### src/rtl/dmem_pkg.sv
// Shared types and widths for the data-memory arbiter.
// Arbiter priority state and default bus widths.
package dmem_pkg;

  typedef enum logic {
    PRI_CORE,
    PRI_LOADER
  } arb_state_t;

  localparam int DMEM_ADDR_W = 8;
  localparam int DMEM_DATA_W = 8;

endpackage

### src/rtl/dmem_arbiter.sv
// Two-requester data-memory arbiter: core vs loader/debug port.
// Core owns priority until the loader has starved for MAX_WAIT cycles.
module dmem_arbiter
  import dmem_pkg::*;
#(
  parameter int ADDR_W   = DMEM_ADDR_W,
  parameter int DATA_W   = DMEM_DATA_W,
  parameter int MAX_WAIT = 4
) (
  input  logic              clk,
  input  logic              reset,

  input  logic              core_req,
  input  logic              core_we,
  input  logic [ADDR_W-1:0] core_addr,
  input  logic [DATA_W-1:0] core_wdata,
  output logic              core_gnt,
  output logic              core_rvalid,
  output logic [DATA_W-1:0] core_rdata,

  input  logic              ld_req,
  input  logic              ld_we,
  input  logic [ADDR_W-1:0] ld_addr,
  input  logic [DATA_W-1:0] ld_wdata,
  output logic              ld_gnt,
  output logic              ld_rvalid,
  output logic [DATA_W-1:0] ld_rdata,

  output logic              mem_wr_en,
  output logic [ADDR_W-1:0] mem_addr,
  output logic [DATA_W-1:0] mem_dat_in,
  input  logic [DATA_W-1:0] mem_dat_out
);

  localparam logic [3:0] WAIT_MAX = 4'(MAX_WAIT);

  arb_state_t  state, state_nxt;
  logic [3:0]  wait_cnt, wait_nxt;
  logic        core_rv_q, ld_rv_q;

  // Grants are killed during reset so a reset cycle never writes memory
  always_comb begin
    core_gnt = 1'b0;
    ld_gnt   = 1'b0;
    if (!reset) begin
      if (core_req && ld_req) begin
        if (state == PRI_LOADER) ld_gnt = 1'b1;
        else                     core_gnt = 1'b1;
      end else begin
        core_gnt = core_req;
        ld_gnt   = ld_req;
      end
    end
  end

  always_comb begin
    mem_wr_en  = 1'b0;
    mem_addr   = '0;
    mem_dat_in = '0;
    unique case (1'b1)
      core_gnt: begin
        mem_wr_en  = core_we;
        mem_addr   = core_addr;
        mem_dat_in = core_wdata;
      end
      ld_gnt: begin
        mem_wr_en  = ld_we;
        mem_addr   = ld_addr;
        mem_dat_in = ld_wdata;
      end
      default: ;
    endcase
  end

  always_comb begin
    wait_nxt  = wait_cnt;
    state_nxt = state;
    if (ld_gnt) begin
      wait_nxt = '0;
    end else if (ld_req && (wait_cnt < WAIT_MAX)) begin
      wait_nxt = wait_cnt + 4'd1;
    end
    unique case (state)
      PRI_CORE: begin
        if (wait_nxt == WAIT_MAX) state_nxt = PRI_LOADER;
      end
      PRI_LOADER: begin
        if (ld_gnt) state_nxt = PRI_CORE;
      end
      default: state_nxt = PRI_CORE;
    endcase
  end

  always_ff @(posedge clk) begin
    if (reset) begin
      state      <= PRI_CORE;
      wait_cnt   <= '0;
      core_rv_q  <= 1'b0;
      ld_rv_q    <= 1'b0;
      core_rdata <= '0;
      ld_rdata   <= '0;
    end else begin
      state     <= state_nxt;
      wait_cnt  <= wait_nxt;
      core_rv_q <= core_gnt && !core_we;
      ld_rv_q   <= ld_gnt && !ld_we;
      if (core_gnt && !core_we) core_rdata <= mem_dat_out;
      if (ld_gnt && !ld_we)     ld_rdata   <= mem_dat_out;
    end
  end

  // A read issued just before reset must not surface as rvalid in the reset cycle
  assign core_rvalid = core_rv_q && !reset;
  assign ld_rvalid   = ld_rv_q && !reset;

endmodule

### config.mk
export PLATFORM = sky130hd
export DESIGN_NAME = dmem_arbiter
export DESIGN_NICKNAME = d
export VERILOG_FILES = /design/src/rtl/dmem_pkg.sv /design/src/rtl/dmem_arbiter.sv
export SDC_FILE = /design/constraint.sdc
export NUM_CORES = 1
export LEC_CHECK = 0
export ABC_AREA = 1
export CORE_ASPECT_RATIO = 1.75
export CORE_MARGIN = 5
export CORE_UTILIZATION = 34
export DETAILED_ROUTE_END_ITERATION = 6
export PLACE_DENSITY = 0.8
export SYNTH_ARGS = -nofsm -noshare
export SYNTH_HDL_FRONTEND = slang
export SYNTH_SLANG_ARGS = --single-unit
### constraint.sdc
create_clock -name clk -period 1.4 [get_ports clk]
set_input_delay 0.14 -clock clk [delete_from_list [all_inputs] [get_ports clk]]
set_output_delay 0.14 -clock clk [all_outputs]
set_load 0.03 [all_outputs]
---- Word level (Yosys, flattened, before mapping) ----
Index checks and enable logic that the tools add are counted.
word-level totals
  bits in registers ....................... 23
  input port bits ......................... 46
  output and inout bits ................... 37
  word-level logic and storage cells ...... 33
operators by class
  add/subtract/negate cells ............... 1
  magnitude comparators ................... 1
  equality and inequality tests ........... 1
  mux-type cells .......................... 14
  bitwise operators ....................... 1
  reduce and logical (&&, ||, !) cells .... 9
operator list
  operator                                                                      number
  8-bit one-hot mux with 2 select lines                                         2
  1-bit two-way mux                                                             8
  4-bit two-way mux                                                             2
  1-bit logical AND                                                             6
  4-bit by 1-bit adder with 4-bit output, second input constant                 1
  4-bit by 3-bit equality test with 1-bit output, second input constant         1
  4-bit by 3-bit less-than comparator with 1-bit output, second input constant  1
  1-bit one-hot mux with 2 select lines                                         2
  1-bit zero test                                                               3
  1-bit inverter                                                                1

---- Logic depth before layout (Yosys ltp) ----
Gate-level depths: netlist of the first run.
  depth in word-level cells ............... 7
  mapped depth ............................ 8
  gate-level depth less buffers ........... 7

---- Worst setup path before layout of the first run ----
OpenSTA, ideal clock, no wires.
  path type ............................... reg2out
  start point ............................. register state
  end point ............................... output mem_addr[1]
  arrival time ............................ 1.180 ns
  data required time ...................... 1.260 ns
  path slack .............................. 0.080 ns
  stages on the path, launching flop included .. 6
  path buffers ............................ 1
  cells stage by stage .................... dfxtp_1 nand2_1 nand2_4 nor2_8 buf_4 a22o_1
between the ends
  longest elaborated chain between the ends .. 4
  elaborated cells between the ends (all ways) .. 7
  those cells by class .................... 7 x mux
RTL lines
  element                                RTL line             text
  start: declaration                     dmem_arbiter.sv:37   arb_state_t state, state_nxt;
  start signal: assignment               dmem_arbiter.sv:103  state <= state_nxt;
  1-bit two-way mux                      dmem_arbiter.sv:47   if (state == PRI_LOADER) ld_gnt = 1'b1;
  1-bit two-way mux                      dmem_arbiter.sv:46   if (core_req && ld_req) begin
  1-bit two-way mux                      dmem_arbiter.sv:45   if (!reset) begin
  named net core_gnt                     dmem_arbiter.sv:17   output logic core_gnt,
  8-bit one-hot mux with 2 select lines  dmem_arbiter.sv:60   unique case (1'b1)
  end: declaration                       dmem_arbiter.sv:30   output logic [ADDR_W-1:0] mem_addr,
The timed path passes the listed nets, and every way through them passes these cells.

---- Worst setup path after layout of the first run ----
  start point ............................. register state
  end point ............................... output mem_addr[7]
between the ends
  longest elaborated chain between the ends .. 4
  elaborated cells between the ends (all ways) .. 7
  those cells by class .................... 7 x mux
RTL lines
  element                                    RTL line
  1-bit two-way mux                          dmem_arbiter.sv:47
  1-bit two-way mux                          dmem_arbiter.sv:46
  1-bit two-way mux                          dmem_arbiter.sv:45
  8-bit one-hot mux with 2 select lines (*)  dmem_arbiter.sv:60
Mark *: on every way between the ends. The rest lies on a longest branch, timed or not.

==> results.toml, run 1 <==
[synthesis]
ys_seq_area_frac = 0.407
synth_top_family_by_area = "simple AND/OR/NAND/NOR gates"
yosys.area_share.adder = 0.0111
avgSynthCellArea_um2 = 8.32
synthSimpleGateAreaFrac = 0.267
synth_xor_area_frac = 0
syn_area_um2 = 1130
synth-async-reset-ratio = 0
synthMuxAreaShare = 0
yosys-top-cells-area = "dfxtp_1, nand2_1, a22o_1, a21oi_1, inv_1"
yosysMostFrequentCell = "nand2_1"
ys_ff_latch = 23
synth.distinct_cells = 22
synthFlopType = "dfxtp_1"
synthCells = 136
synth_nets = 183
synth-edff-count = 0
synth_compound_area_frac = 0.211
synth_top_area_frac = 0.407
yosys.area.top_type = "dfxtp_1"
ys_warn_count = 0
synth_top_cells_by_count = "nand2_1, dfxtp_1, a22o_1, inv_1, a21oi_1"

[cts]
insertion_delay_ps = 260
cts.path.max_buffers = 2
holdBufCountCts = 0
cts.htree.levels = 1
cts.sinks = 23
cts_buffers = 3
cts_tree = "built"
root_buffer = "clkbuf_8"
clkTransAtPathRegs_ps = 70

[grt]
grt_usage = 0.162
grt_pass1_vias = 1292
grt_max_degree = 19
antenna_found_initial = 0
globalRoute.totalOverflow = 0
grt_pass1_wl_um = 5690

[cells_and_area]
synthToLayoutAreaGrowth_pct = 91.2
antenna_cells = 0
nets = 282
drive_gt1_frac = 0.239
instances_no_fill = 277
fin_util = 0.681

[run_status]
violations = "setup timing"
status = "finished with violations"

[sta]
drv_slew = 0
setup_ws_ps = -8.83
rsz0062_at_grt = "yes"
finalHoldViolCount = 0
post-route-period-util = 1.01
min_period_ps = 1410
fmax_mhz = 710
clock_skew_ps = 2.34
worst_pin_slew_ps = 315
setup_viol = 3
relSlewSlack = 0.791

[routing]
drt_pre_antenna_iters = 4
vias = 1275
routed_wl_um = 3730
vias_per_cell = 4.60
drt_iter0_drc = 20
routedWlPerCell_um = 13.5
ant_nets = 0
drc = 0

[setup_path]
crit_arrival_ps = 1270
slowest_stage = "dfxtp_2"
path_cells = "nand2_4, nand2_8, nor2_4, a22o_1, buf_6"
critPathMaxFanout = 5
critPathMaxStageDelay_ps = 340
cp-end-kind = "primary output"
cp.required_ps = 1260
criticalPathCategory = "reg2out"
worstSetupStartpointType = "register"

[placement]
place_ws_ps = -218
gp_congestion = 0.811
dp_hpwl_um = 2820
dp.cells = 267
portBuffers = 82

[pwr]
p_leak_nw = 0.991
p_per_area_nw_per_um2 = 752
total_power_mw = 1.63
vdd_ir_drop_max_mv = 0.649

[min_path]
min_path_type = "in2reg"

[die]
die_height_um = 86.3
start_util = 0.356
io_pins = 83
die_area_um2 = 4630
core_um2 = 3180
fp.dieW_um = 53.6
fp-row-count = 27

[flow_run]
maxCapViolations = 0
## area by class of cell
cell class              count  area [µm²]
inverters                  14        77.6
well taps                  43        53.8
multi-input cells          97         611
repair buffers             96         913
clock buffers               4        45.0
fillers                   282        1010
flip-flops and latches     23         462
## worst max-delay path, delay by kind of cell, from the launching register on
family | cells | cell delay, ps
buffers and inverters | 1 | 140
AOI/OAI and AO/OA | 1 | 200
and+or+nand+nor | 3 | 340
DFF | 1 | 340
## where the power goes
part	internal (mW)	switching (mW)
clock	0.203	0.194
sequential	0.679	0.0126
combinational	0.273	0.265
## timing repair
item	4_1_cts	5_1_grt
gates resized for setup	47	0
hold endpoints to repair	0	0
setup endpoints to repair	35	17
pin swaps	8	8
gates cloned	3	0
buffers inserted	2	1
## state kept, by name (all words and copies together), names as in the netlist
signal      cells
state           1
core_rdata      8
core_rv_q       1
wait_cnt        4
ld_rdata        8
ld_rv_q         1
## metal layers
metal,track usage,share of wire,routed length (µm),vias to the layer above
met2,0.308,0.54,2010,57
met5,0,0,0,-
met1,0.158,0.33,1240,557
li1,-,-,-,654
met4,0.0605,0.021,78,0
met3,0.0396,0.11,401,7
## cell usage in the layout (no fill, tap or decap)
cell type | netlist | final
nor2_8 | 2 | 2
nor2_4 | 1 | 4
clkbuf_8 | 0 | 3
clkinv_8 | 1 | 1
inv_2 | 0 | 2
buf_4 | 1 | 18
clkinv_4 | 1 | 1
a32o_1 | 1 | 1
clkdlybuf4s50_1 | 0 | 42
buf_6 | 3 | 17
nand2_4 | 2 | 3
o21ai_0 | 7 | 7
o21ai_2 | 1 | 1
nor2_1 | 7 | 7
inv_8 | 0 | 1
nand3_1 | 6 | 6
a21oi_1 | 9 | 9
ha_1 | 1 | 1
clkbuf_1 | 1 | 1
nand2_8 | 1 | 2
dfxtp_2 | 0 | 1
nor3_1 | 1 | 1
nand2_1 | 39 | 37
a22o_1 | 16 | 16
dlygate4sd2_1 | 0 | 19
dfxtp_1 | 23 | 22
inv_1 | 11 | 9
## logic make-up after synthesis
logic type               count (synthesis)
AND/OR/NAND/NOR                         59
AO/OA/AOI/OAI                           34
buffers and inverters                   19
adder cells (fa/ha/maj)                  1
flip-flops                              23
## through the flow
step           hold slack [ps]  area [µm²]  TNS, ps
6_report                   451        2160    -14.3
5_1_grt                    477        2160     -607
4_1_cts                    447        2150    -34.9
3_5_place_dp               459        1990    -6680
3_3_place_gp               450        1990    -6010
2_1_floorplan              253        1130        0
## worst paths after layout
| kind | start | end | slack, ps | depth (start not counted) |
|---|---|---|---|---|
| setup / recovery | state | mem_addr[7] | -9 | 5 |
| hold / removal | mem_dat_out[5] | core_rdata[5] | 450 | 3 |
| hold reg to reg | core_rdata[7] | core_rdata[7] | 460 | 2 |
| setup reg to reg | state | ld_rdata[6] | 160 | 7 |
No activity file was read; power rests on OpenSTA's default activity.
==> run 2, diff against run 1 <==
- CORE_MARGIN: 5 -> 3
==> results.toml, run 2 (synthesized netlist as in run 1, its figures left out) <==
[sta]
min_period_ps = 1460
drv_slew = 0
relSlewSlack = 0.783
worst_pin_slew_ps = 327
clock_skew_ps = 1.25
setup_ws_ps = -55.9
setup_viol = 17
whs_ps = 373
post-route-period-util = 1.04
rsz0062_at_grt = "yes"
tns_ps = -454
finalHoldViolCount = 0
fmax_mhz = 687

[die]
die_height_um = 82.3
die_area_um2 = 4080
core_um2 = 3180
fp-row-count = 27
fp.dieW_um = 49.6
io_pins = 83
start_util = 0.356

[cts]
cts.path.max_buffers = 2
cts.htree.levels = 1
insertion_delay_ps = 250
cts.sinks = 23
root_buffer = "clkbuf_8"
clkTransAtPathRegs_ps = 70
holdBufCountCts = 0
cts_tree = "built"
cts_buffers = 3

[pwr]
total_power_mw = 1.61
p_leak_nw = 1.00
vdd_ir_drop_max_mv = 0.800
p_per_area_nw_per_um2 = 749

[flow_run]
maxCapViolations = 0

[grt]
grt_pass1_wl_um = 5390
globalRoute.totalOverflow = 0
grt_max_degree = 20
grt_usage = 0.169
grt_pass1_vias = 1213
antenna_found_initial = 0

[setup_path]
critPathCapture = "mem_addr[5]"
critPathMaxFanout = 10
rr_worst_depth = 9
worst-path-buf-inv = 2
worstSetupStartpointType = "register"
criticalPathCategory = "reg2out"
cp.depth = 6
cp_top_family = "flip-flops"
cp.required_ps = 1260
critPathMaxStageDelay_ps = 350
r2r_end = "core_rdata[4]"
reg2reg_setup_slack_ps = 140
r2r-start = "state"
cp-end-kind = "primary output"
crit_start = "state"
crit_arrival_ps = 1320
slowest_stage = "dfxtp_2"
path_cells = "nand2_2, nand2_4, nor2_8, buf_12, a22o_1, buf_6"

[min_path]
min_path_type = "in2reg"

[cells_and_area]
synthToLayoutAreaGrowth_pct = 90.0
nets = 281
fin_util = 0.677
final_common_cell = "clkdlybuf4s50_1"
antenna_cells = 0
most-common-layout-cells = "clkdlybuf4s50_1, nand2_1, dfxtp_1"
instances_no_fill = 276
design_area_um2 = 2150
drive_gt1_frac = 0.236
largest_registers = "core_rdata (8), ld_rdata (8), wait_cnt (4)"

[placement]
place_ws_ps = -267
dp_hpwl_um = 2670
dp.cells = 268
portBuffers = 82
place_area_um2 = 2010
gp_congestion = 0.688

[routing]
drc = 0
drt_pre_antenna_iters = 4
drt_iter0_drc = 13
routed_wl_um = 3420
ant_nets = 0
vias_per_cell = 4.58
routedWlPerCell_um = 12.4
vias = 1265

[run_status]
status = "finished with violations"
violations = "setup timing"
==> run 2: changes by cell type in the layout (fill, tap and decap cells not counted), sizes merged <==
cell / before / now
nor2: 13 / 10
inv: 12 / 13
dlygate4sd2: 19 / 18
dlymetal6s2s: 0 / 1
buf: 35 / 36
==> run 2: repair_timing <==
| item | CTS | global route |
|---|---|---|
| pin swaps | 3 | 6 |
| hold endpoints to repair | 0 | 0 |
| buffers inserted | 1 | 4 |
| setup endpoints to repair | 34 | 18 |
| resized for setup | 43 | 4 |
| cloned | 1 | 0 |
==> run 2: where the power goes <==
| part | switching (mW) | internal [mW] | leakage [nW] |
|---|---|---|---|
| clock network | 0.185 | 0.202 | 0.0228 |
| logic | 0.255 | 0.277 | 0.792 |
| registers | 0.0125 | 0.679 | 0.188 |
==> run 2: metal layers <==
layer  vias up  global-route usage  share of wire  routed length, µm
li1        648                   -              -                  -
met1       560               0.159           0.32               1110
met2        55               0.337           0.57               1950
met3         2              0.0467          0.097                332
met4         0              0.0665          0.010                 35
met5         -                   0              0                  0
==> run 2: how the worst min path moves through the flow <==
stage,start,endpoint,slack [ps],cells past startpoint
final,ld_req,state,370,4
after global routing,ld_req,state,420,4
after CTS,ld_req,state,390,4
after detailed placement,core_rdata[5],core_rdata[5],460,2
after global placement,core_rdata[1],core_rdata[1],450,2
after floorplan,mem_dat_out[0],ld_rdata[0],250,2
==> run 2: area by class of cell <==
cell class	count	area, µm²
fillers	301	1030
repair buffers	97	945
repair inverters	1	8.76
flip-flops and latches	23	462
well taps	43	53.8
multi-input cells	94	558
inverters	14	77.6
clock buffers	4	45.0
==> run 2: worst reg2reg max path: stages, from the launching register on <==
cell and delay (ps):
dfxtp_2 330, nand2_2 80, nand2_4 60, nor2_8 130, buf_6 140, buf_4 140, nand2_8 80, clkinv_8 80
nand2_1 50, a21oi_1 110
